`config.mk`:
```
export PLATFORM = sky130hd
export DESIGN_NAME = fadd_prep_n36_flat
export DESIGN_NICKNAME = d
export VERILOG_FILES = /design/src/rtl/fadd_prep_n36_pkg.sv /design/src/rtl/fadd_prep_n36_if.sv /design/src/rtl/fadd_prep_n36_cmp.sv /design/src/rtl/fadd_prep_n36.sv /design/src/flat_wrapper.sv
export SDC_FILE = /design/constraint.sdc
export NUM_CORES = 1
export LEC_CHECK = 0
export ABC_AREA = 1
export BUFFER_PORTS_ARGS = -buffer_cell sky130_fd_sc_hd__clkbuf_2
export CELL_PAD_IN_SITES_DETAIL_PLACEMENT = 0
export CELL_PAD_IN_SITES_GLOBAL_PLACEMENT = 1
export CORE_MARGIN = 2
export CORE_UTILIZATION = 35
export DETAILED_ROUTE_END_ITERATION = 7
export GPL_TIMING_DRIVEN = 0
export PLACE_DENSITY = 0.69
export SLEW_MARGIN = 10
export SYNTH_ARGS = -nofsm -noshare
export SYNTH_HDL_FRONTEND = slang
export SYNTH_SLANG_ARGS = --single-unit
```
`constraint.sdc`:
```
create_clock -name clk -period 2.03 [get_ports clk]
set_input_delay 0.1015 -clock clk [delete_from_list [all_inputs] [get_ports clk]]
set_output_delay 0.1015 -clock clk [all_outputs]
set_load 0.01 [all_outputs]
```
`src/rtl/fadd_prep_n36_pkg.sv`:
```
// Shared constants, operand layout and result bundle for the FADD
// operand-preparation stage.
package fadd_n36_pkg;

    localparam int FRAC_WIDTH    = 36;
    localparam int EXP_WIDTH     = 8;
    localparam int OP_WIDTH      = 1 + EXP_WIDTH + FRAC_WIDTH - 1;
    localparam int SHIFT_WIDTH   = 6;
    localparam int FAR_SHIFT_SAT = 37;
    localparam logic [EXP_WIDTH-1:0] EXP_MAX = '1;

    // Operand after unpacking: hidden bit restored, zero/denormal flushed.
    typedef struct packed {
        logic                  sign;
        logic [EXP_WIDTH-1:0]  exp;
        logic [FRAC_WIDTH-1:0] sig;
    } unpacked_op_t;

    // Everything the downstream adders need, carried through both stages.
    typedef struct packed {
        logic                   close_path;
        logic                   exp_a_neq_b;
        logic                   far_sign;
        logic                   eff_sub;
        logic [EXP_WIDTH-1:0]   exp_f;
        logic [FRAC_WIDTH-1:0]  elarge_op;
        logic [FRAC_WIDTH-1:0]  esmall_op;
        logic [SHIFT_WIDTH-1:0] far_shift;
        logic                   special;
    } prep_t;

    // A zero exponent is treated as exponent 1 with a zero significand,
    // so exponent comparison and difference need no special case for it.
    function automatic unpacked_op_t unpack_op(input logic [OP_WIDTH-1:0] op);
        unpacked_op_t u;
        u.sign = op[OP_WIDTH-1];
        if (op[OP_WIDTH-2 -: EXP_WIDTH] == '0) begin
            u.exp = EXP_WIDTH'(1);
            u.sig = '0;
        end else begin
            u.exp = op[OP_WIDTH-2 -: EXP_WIDTH];
            u.sig = {1'b1, op[FRAC_WIDTH-2:0]};
        end
        return u;
    endfunction

endpackage

```
`src/rtl/fadd_prep_n36_if.sv`:
```
// Input operand channel and prepared-pair output channel of the prep stage.
interface fadd_prep_n36_if;
    import fadd_n36_pkg::*;

    logic                   in_valid;
    logic                   in_ready;
    logic [OP_WIDTH-1:0]    op_a;
    logic [OP_WIDTH-1:0]    op_b;
    logic                   op_sub;

    logic                   out_valid;
    logic                   out_ready;
    logic                   close_path;
    logic                   exp_a_neq_b;
    logic                   far_sign;
    logic                   eff_sub;
    logic [EXP_WIDTH-1:0]   exp_f;
    logic [FRAC_WIDTH-1:0]  elarge_op;
    logic [FRAC_WIDTH-1:0]  esmall_op;
    logic [SHIFT_WIDTH-1:0] far_shift;
    logic                   special;

    // Producer of operands / consumer of prepared pairs.
    modport master (
        output in_valid, op_a, op_b, op_sub, out_ready,
        input  in_ready, out_valid, close_path, exp_a_neq_b, far_sign, eff_sub,
               exp_f, elarge_op, esmall_op, far_shift, special
    );

    // The prep stage itself.
    modport slave (
        input  in_valid, op_a, op_b, op_sub, out_ready,
        output in_ready, out_valid, close_path, exp_a_neq_b, far_sign, eff_sub,
               exp_f, elarge_op, esmall_op, far_shift, special
    );
endinterface

```
`src/rtl/fadd_prep_n36_cmp.sv`:
```
// Combinational unpack, exponent compare, operand swap and close/far path select.
module fadd_prep_cmp_n36
    import fadd_n36_pkg::*;
(
    input  logic [OP_WIDTH-1:0] op_a,
    input  logic [OP_WIDTH-1:0] op_b,
    input  logic                op_sub,
    output prep_t               res
);

    unpacked_op_t         ua;
    unpacked_op_t         ub;
    logic                 sign_b_eff;
    logic [EXP_WIDTH:0]   exp_diff;
    logic [EXP_WIDTH:0]   exp_diff_abs;
    logic                 a_is_large;

    // Unpack both operands, order them and derive the path controls.
    always_comb begin
        ua           = unpack_op(op_a);
        ub           = unpack_op(op_b);
        sign_b_eff   = ub.sign ^ op_sub;
        exp_diff     = {1'b0, ua.exp} - {1'b0, ub.exp};
        exp_diff_abs = exp_diff[EXP_WIDTH] ? ((EXP_WIDTH+1)'(0) - exp_diff) : exp_diff;
        // Equal exponents are ordered by significand so the close-path
        // subtraction of small from large stays non-negative.
        a_is_large   = (ua.exp > ub.exp) || ((ua.exp == ub.exp) && (ua.sig >= ub.sig));

        res             = '0;
        res.eff_sub     = ua.sign ^ sign_b_eff;
        res.exp_a_neq_b = (ua.exp != ub.exp);
        res.far_sign    = a_is_large ? ua.sign : sign_b_eff;
        res.exp_f       = a_is_large ? ua.exp  : ub.exp;
        res.elarge_op   = a_is_large ? ua.sig  : ub.sig;
        res.esmall_op   = a_is_large ? ub.sig  : ua.sig;
        res.far_shift   = (exp_diff_abs >= (EXP_WIDTH+1)'(FAR_SHIFT_SAT))
                          ? SHIFT_WIDTH'(FAR_SHIFT_SAT)
                          : exp_diff_abs[SHIFT_WIDTH-1:0];
        res.close_path  = res.eff_sub && (exp_diff_abs <= (EXP_WIDTH+1)'(1));
        res.special     = (op_a[OP_WIDTH-2 -: EXP_WIDTH] == EXP_MAX) ||
                          (op_b[OP_WIDTH-2 -: EXP_WIDTH] == EXP_MAX);
    end

endmodule

```
`src/rtl/fadd_prep_n36.sv`:
```
// Two-stage valid/ready pipeline around the operand-preparation logic.
// S1 holds the compared/swapped pair, S2 holds the pair presented downstream.
module fadd_prep_n36
    import fadd_n36_pkg::*;
(
    input  logic             clk,
    input  logic             rst_n,
    fadd_prep_n36_if.slave   bus
);

    prep_t cmp_res;
    logic  s1_v_q, s1_v_d;
    logic  s2_v_q, s2_v_d;
    prep_t s1_data_q, s1_data_d;
    prep_t s2_data_q, s2_data_d;
    logic  s1_en;
    logic  s2_en;

    fadd_prep_cmp_n36 u_cmp (
        .op_a   (bus.op_a),
        .op_b   (bus.op_b),
        .op_sub (bus.op_sub),
        .res    (cmp_res)
    );

    // Stage enables and next-state for both pipeline registers; a stage
    // advances when it is empty or the stage after it is moving.
    always_comb begin
        s2_en     = ~s2_v_q | bus.out_ready;
        s1_en     = ~s1_v_q | s2_en;
        s1_v_d    = s1_v_q;
        s1_data_d = s1_data_q;
        s2_v_d    = s2_v_q;
        s2_data_d = s2_data_q;
        if (s1_en) begin
            s1_v_d = bus.in_valid;
            if (bus.in_valid) begin
                s1_data_d = cmp_res;
            end
        end
        if (s2_en) begin
            s2_v_d = s1_v_q;
            if (s1_v_q) begin
                s2_data_d = s1_data_q;
            end
        end
    end

    // Pipeline registers; reset drops any in-flight pairs at once.
    always_ff @(posedge clk or negedge rst_n) begin
        if (!rst_n) begin
            s1_v_q    <= 1'b0;
            s2_v_q    <= 1'b0;
            s1_data_q <= '0;
            s2_data_q <= '0;
        end else begin
            s1_v_q    <= s1_v_d;
            s2_v_q    <= s2_v_d;
            s1_data_q <= s1_data_d;
            s2_data_q <= s2_data_d;
        end
    end

    assign bus.in_ready    = s1_en;
    assign bus.out_valid   = s2_v_q;
    assign bus.close_path  = s2_data_q.close_path;
    assign bus.exp_a_neq_b = s2_data_q.exp_a_neq_b;
    assign bus.far_sign    = s2_data_q.far_sign;
    assign bus.eff_sub     = s2_data_q.eff_sub;
    assign bus.exp_f       = s2_data_q.exp_f;
    assign bus.elarge_op   = s2_data_q.elarge_op;
    assign bus.esmall_op   = s2_data_q.esmall_op;
    assign bus.far_shift   = s2_data_q.far_shift;
    assign bus.special     = s2_data_q.special;

endmodule
```
`src/flat_wrapper.sv`:
```
// flat-port wrapper written by rule: the top's interface ports become plain ports
module fadd_prep_n36_flat import fadd_n36_pkg::*;
  (clk, rst_n, bus_in_valid, bus_op_a, bus_op_b, bus_op_sub, bus_out_ready, bus_in_ready, bus_out_valid, bus_close_path, bus_exp_a_neq_b, bus_far_sign, bus_eff_sub, bus_exp_f, bus_elarge_op, bus_esmall_op, bus_far_shift, bus_special);
  fadd_prep_n36_if bus_i ();
  input  logic clk;
  input  logic rst_n;
  input wire logic [$bits(bus_i.in_valid)-1:0] bus_in_valid;
  input wire logic [$bits(bus_i.op_a)-1:0] bus_op_a;
  input wire logic [$bits(bus_i.op_b)-1:0] bus_op_b;
  input wire logic [$bits(bus_i.op_sub)-1:0] bus_op_sub;
  input wire logic [$bits(bus_i.out_ready)-1:0] bus_out_ready;
  output wire logic [$bits(bus_i.in_ready)-1:0] bus_in_ready;
  output wire logic [$bits(bus_i.out_valid)-1:0] bus_out_valid;
  output wire logic [$bits(bus_i.close_path)-1:0] bus_close_path;
  output wire logic [$bits(bus_i.exp_a_neq_b)-1:0] bus_exp_a_neq_b;
  output wire logic [$bits(bus_i.far_sign)-1:0] bus_far_sign;
  output wire logic [$bits(bus_i.eff_sub)-1:0] bus_eff_sub;
  output wire logic [$bits(bus_i.exp_f)-1:0] bus_exp_f;
  output wire logic [$bits(bus_i.elarge_op)-1:0] bus_elarge_op;
  output wire logic [$bits(bus_i.esmall_op)-1:0] bus_esmall_op;
  output wire logic [$bits(bus_i.far_shift)-1:0] bus_far_shift;
  output wire logic [$bits(bus_i.special)-1:0] bus_special;
  assign bus_i.in_valid = bus_in_valid;
  assign bus_i.op_a = bus_op_a;
  assign bus_i.op_b = bus_op_b;
  assign bus_i.op_sub = bus_op_sub;
  assign bus_i.out_ready = bus_out_ready;
  assign bus_in_ready = bus_i.in_ready;
  assign bus_out_valid = bus_i.out_valid;
  assign bus_close_path = bus_i.close_path;
  assign bus_exp_a_neq_b = bus_i.exp_a_neq_b;
  assign bus_far_sign = bus_i.far_sign;
  assign bus_eff_sub = bus_i.eff_sub;
  assign bus_exp_f = bus_i.exp_f;
  assign bus_elarge_op = bus_i.elarge_op;
  assign bus_esmall_op = bus_i.esmall_op;
  assign bus_far_shift = bus_i.far_shift;
  assign bus_special = bus_i.special;
  fadd_prep_n36 u_core (.clk(clk), .rst_n(rst_n), .bus(bus_i));
endmodule
```
==> run metrics <==
Pleak 0.007347 uW; vias in the first global route 9181; routed len/inst 17.84 microns; I/O Buffers 185; Final Cycle Share 132.6%; post-synthesis sequential element count 184; CTS buffer count 17; Max Cap Violations 0; clock root cell clkbuf_16; setup ws final -0.6608 ns; syn_nets 1351; worst slew pin tran 0.8859 ns; Pwr Density 895.9 nW/um^2; DRT Wirelength 33.16 mm; max_slew headroom 40.94%; Setup CP Type primary input to register; cell area after synthesis 10080 sq um; Pwr Total 13000 uW; outcome finished with violations; initial drt markers 468; RSZ-0062 raised after global routing yes; Setup crit end u_core.s1_data_q[86]; # diodes 0; Crit Reg-Reg Startpoint u_core.bus.out_valid; DRC Markers 0; worst-skew pair later-pin latency 0.45 ns; Tot GR Track Use 21.68%; Ports 186; die height 173.7 microns; failing checks negative hold slack, negative setup slack; Layout area overhead 44.00%; worst-path maximum fanout 8; reg2reg path depth 7; CTS Buffer Depth 2; CP startpoint bus_op_a[39]; Hold Vio Cnt, Final 1; Mapped Avg Cell Area 8.317 sq um; gpl congestion 0.7968; reg-to-reg critical path endpoint u_core.s1_data_q[47]; final net count 1601; FP Rows 62; Critical Path End Type register; library cells used by synthesis 36; initial core utilization 35.31%; Area after DPL 12160 sq um; Post-DRT Antenna Nets 0; Die X 173.7 microns; design area 14520 sq um; Clock Pin Slew Worst Setup and Hold Paths 0.08 ns; f_max 371.6 MHz; DR vias 9100; TritonCTS Sinks 184; gr ovfl total 0; setup TNS -52.55 ns; first-pass GRT wire length 50.89 mm; CTS H-tree lvls 4; CP Launch Type primary input; count of final setup violators 88; final core utilization 50.85%; Core ar. 28550 sq um; Hold Worst Slack -0.0007533 ns; layout cells sized above 1 45.42%; Hold WC Path Type primary input to register; VDD IR max 0.4052 mV; synthesized instance count 1212; synth warn 0; Fillers 2841; CTS tree yes; worst path required time 2.41 ns; critical path arrival 3.07 ns; drt pass-1 iters 5; Layout Skew 0.008090 ns; initial antenna violation count 0; DR vias/cell 4.895; Reg2Reg Setup Slack -0.53 ns; post-synthesis sequential area ratio 45.68%; die area 30170 sq um; Final min period 2.691 ns; HPWL Detailed 23.27 mm; Final Max Tran Viols 0; pin count of the biggest net entering global routing 94
worst min-delay path by stage:
stage	start	endpoint	slack, ns	depth (start not counted)
2_1_floorplan	rst_n	u_core.bus.close_path	-0.19	0
3_3_place_gp	bus_out_ready	u_core.bus.out_valid	0.39	4
3_5_place_dp	rst_n	u_core.bus.elarge_op[19]	0.22	1
4_1_cts	bus_op_a[14]	u_core.s1_data_q[21]	0.008	5
5_1_grt	bus_op_a[38]	u_core.s1_data_q[82]	0.01	5
6_report	bus_op_a[38]	u_core.s1_data_q[82]	-0.0008	5
state kept, by name, summed over array words and instances, names as in the netlist, 6 cells and up:
signal and cells:
u_core.bus.elarge_op 36, u_core.bus.esmall_op 36, u_core.bus.exp_f 8, u_core.bus.far_shift 6, u_core.s1_data_q 91
cell usage in the layout, fill, tap and decap left out, types with 14 or more instances in the layout:
master,Yosys,final
nand2_4,0,64
clkbuf_2,0,183
inv_2,4,33
clkbuf_1,33,24
clkbuf_16,0,31
mux2_2,90,90
inv_1,92,56
dfrtp_1,184,184
nor2_1,35,22
nand3_2,2,60
nand2_2,5,56
ha_4,0,24
nand3_1,181,121
buf_2,22,14
nand2_1,439,320
a21oi_1,21,17
ha_1,45,20
buf_4,1,14
cell usage after synthesis (all sizes together):
library cell / number / area (sq um)
o22ai: 1 / 6.260
clkinv: 2 / 7.510
inv: 96 / 360.3
o21a: 1 / 7.510
or2: 1 / 6.260
xor2: 1 / 8.760
nor3: 2 / 10.01
nand4: 12 / 75.07
a21oi: 22 / 121.4
mux2: 90 / 1013
nor2: 38 / 160.2
fa: 1 / 20.02
nor3b: 1 / 7.510
buf: 34 / 219.0
dfrtp: 184 / 4604
clkbuf: 33 / 123.9
nand2: 445 / 1699
nor4: 8 / 65.06
a21o: 2 / 15.01
nand3b: 1 / 7.510
xnor2: 1 / 8.760
o21ai: 8 / 43.79
nand3: 183 / 925.9
ha: 45 / 563.0
kinds of logic (layout without fill, tap and decap cells):
group	after synthesis	in the layout	share of synthesized area [%]
AOI/OAI and AO/OA	34	34	1.924
xor gates and xnor gates	2	2	0.1738
adders and majority gates	46	46	5.785
buffers and inverters	165	426	7.051
DFF	184	184	45.68
muxes	90	90	10.05
and+or+nand+nor	691	693	29.33
metal layers:
layer	GRT usage (%)	wire length (microns)	part of all wire (%)	vias to the layer above
li1	-	-	-	4443
met1	29.38	15310	46	4466
met2	36.28	16140	49	165
met3	3.728	1242	3.7	26
met4	5.042	469	1.4	0
met5	0	0	0	-
worst max-delay path: stages:
cell	delay, ns
buf_12	0.11
inv_12	0.04
nand4_1	0.18
nor2_4	0.22
clkinv_4	0.18
clkbuf_16	0.23
nand2_8	0.09
inv_4	0.03
ha_4	0.25
nand4_1	0.20
nor3_2	0.29
nand2_1	0.10
nand2_2	0.07
a21oi_2	0.04
nand4_1	0.13
buf_6	0.21
nand2_8	0.14
clkbuf_16	0.21
nand2_4	0.06
nand3_2	0.07
nand2_1	0.10
what timing repair did:
action	CTS	global route
buffers inserted	14	12
hold buffers	6	0
gates cloned	7	10
pin swaps	11	92
resized for setup	60	234
setup endpoints to repair	158	89
hold endpoints to repair	97	0
layout make-up:
| cell class | instances | area, sq um | area share (%) |
|---|---|---|---|
| clock inverter | 14 | 148.9 | 1.026 |
| multi-input combinational | 865 | 6213 | 42.81 |
| sequential | 184 | 4604 | 31.72 |
| clock buffer | 18 | 439.2 | 3.026 |
| inverter | 98 | 414.1 | 2.853 |
| buffer | 65 | 564.3 | 3.888 |
| timing repair buffer | 231 | 1650 | 11.37 |
| tap | 384 | 480.5 | 3.310 |
through the flow:
stage | std cells | worst slack, ns
5_1_grt | 1859 | -0.7770
2_1_floorplan | 1212 | -0.4099
4_1_cts | 1840 | -0.5593
3_3_place_gp | 1781 | -2.715
3_5_place_dp | 1782 | -1.451
6_report | 1859 | -0.6608
where the power goes:
group          internal [uW]  total (uW)  switching [uW]
Clock                   1690        3430            1740
Sequential              4700        5260             566
Combinational           1950        4310            2360
No activity file was read; power rests on OpenSTA's default activity.
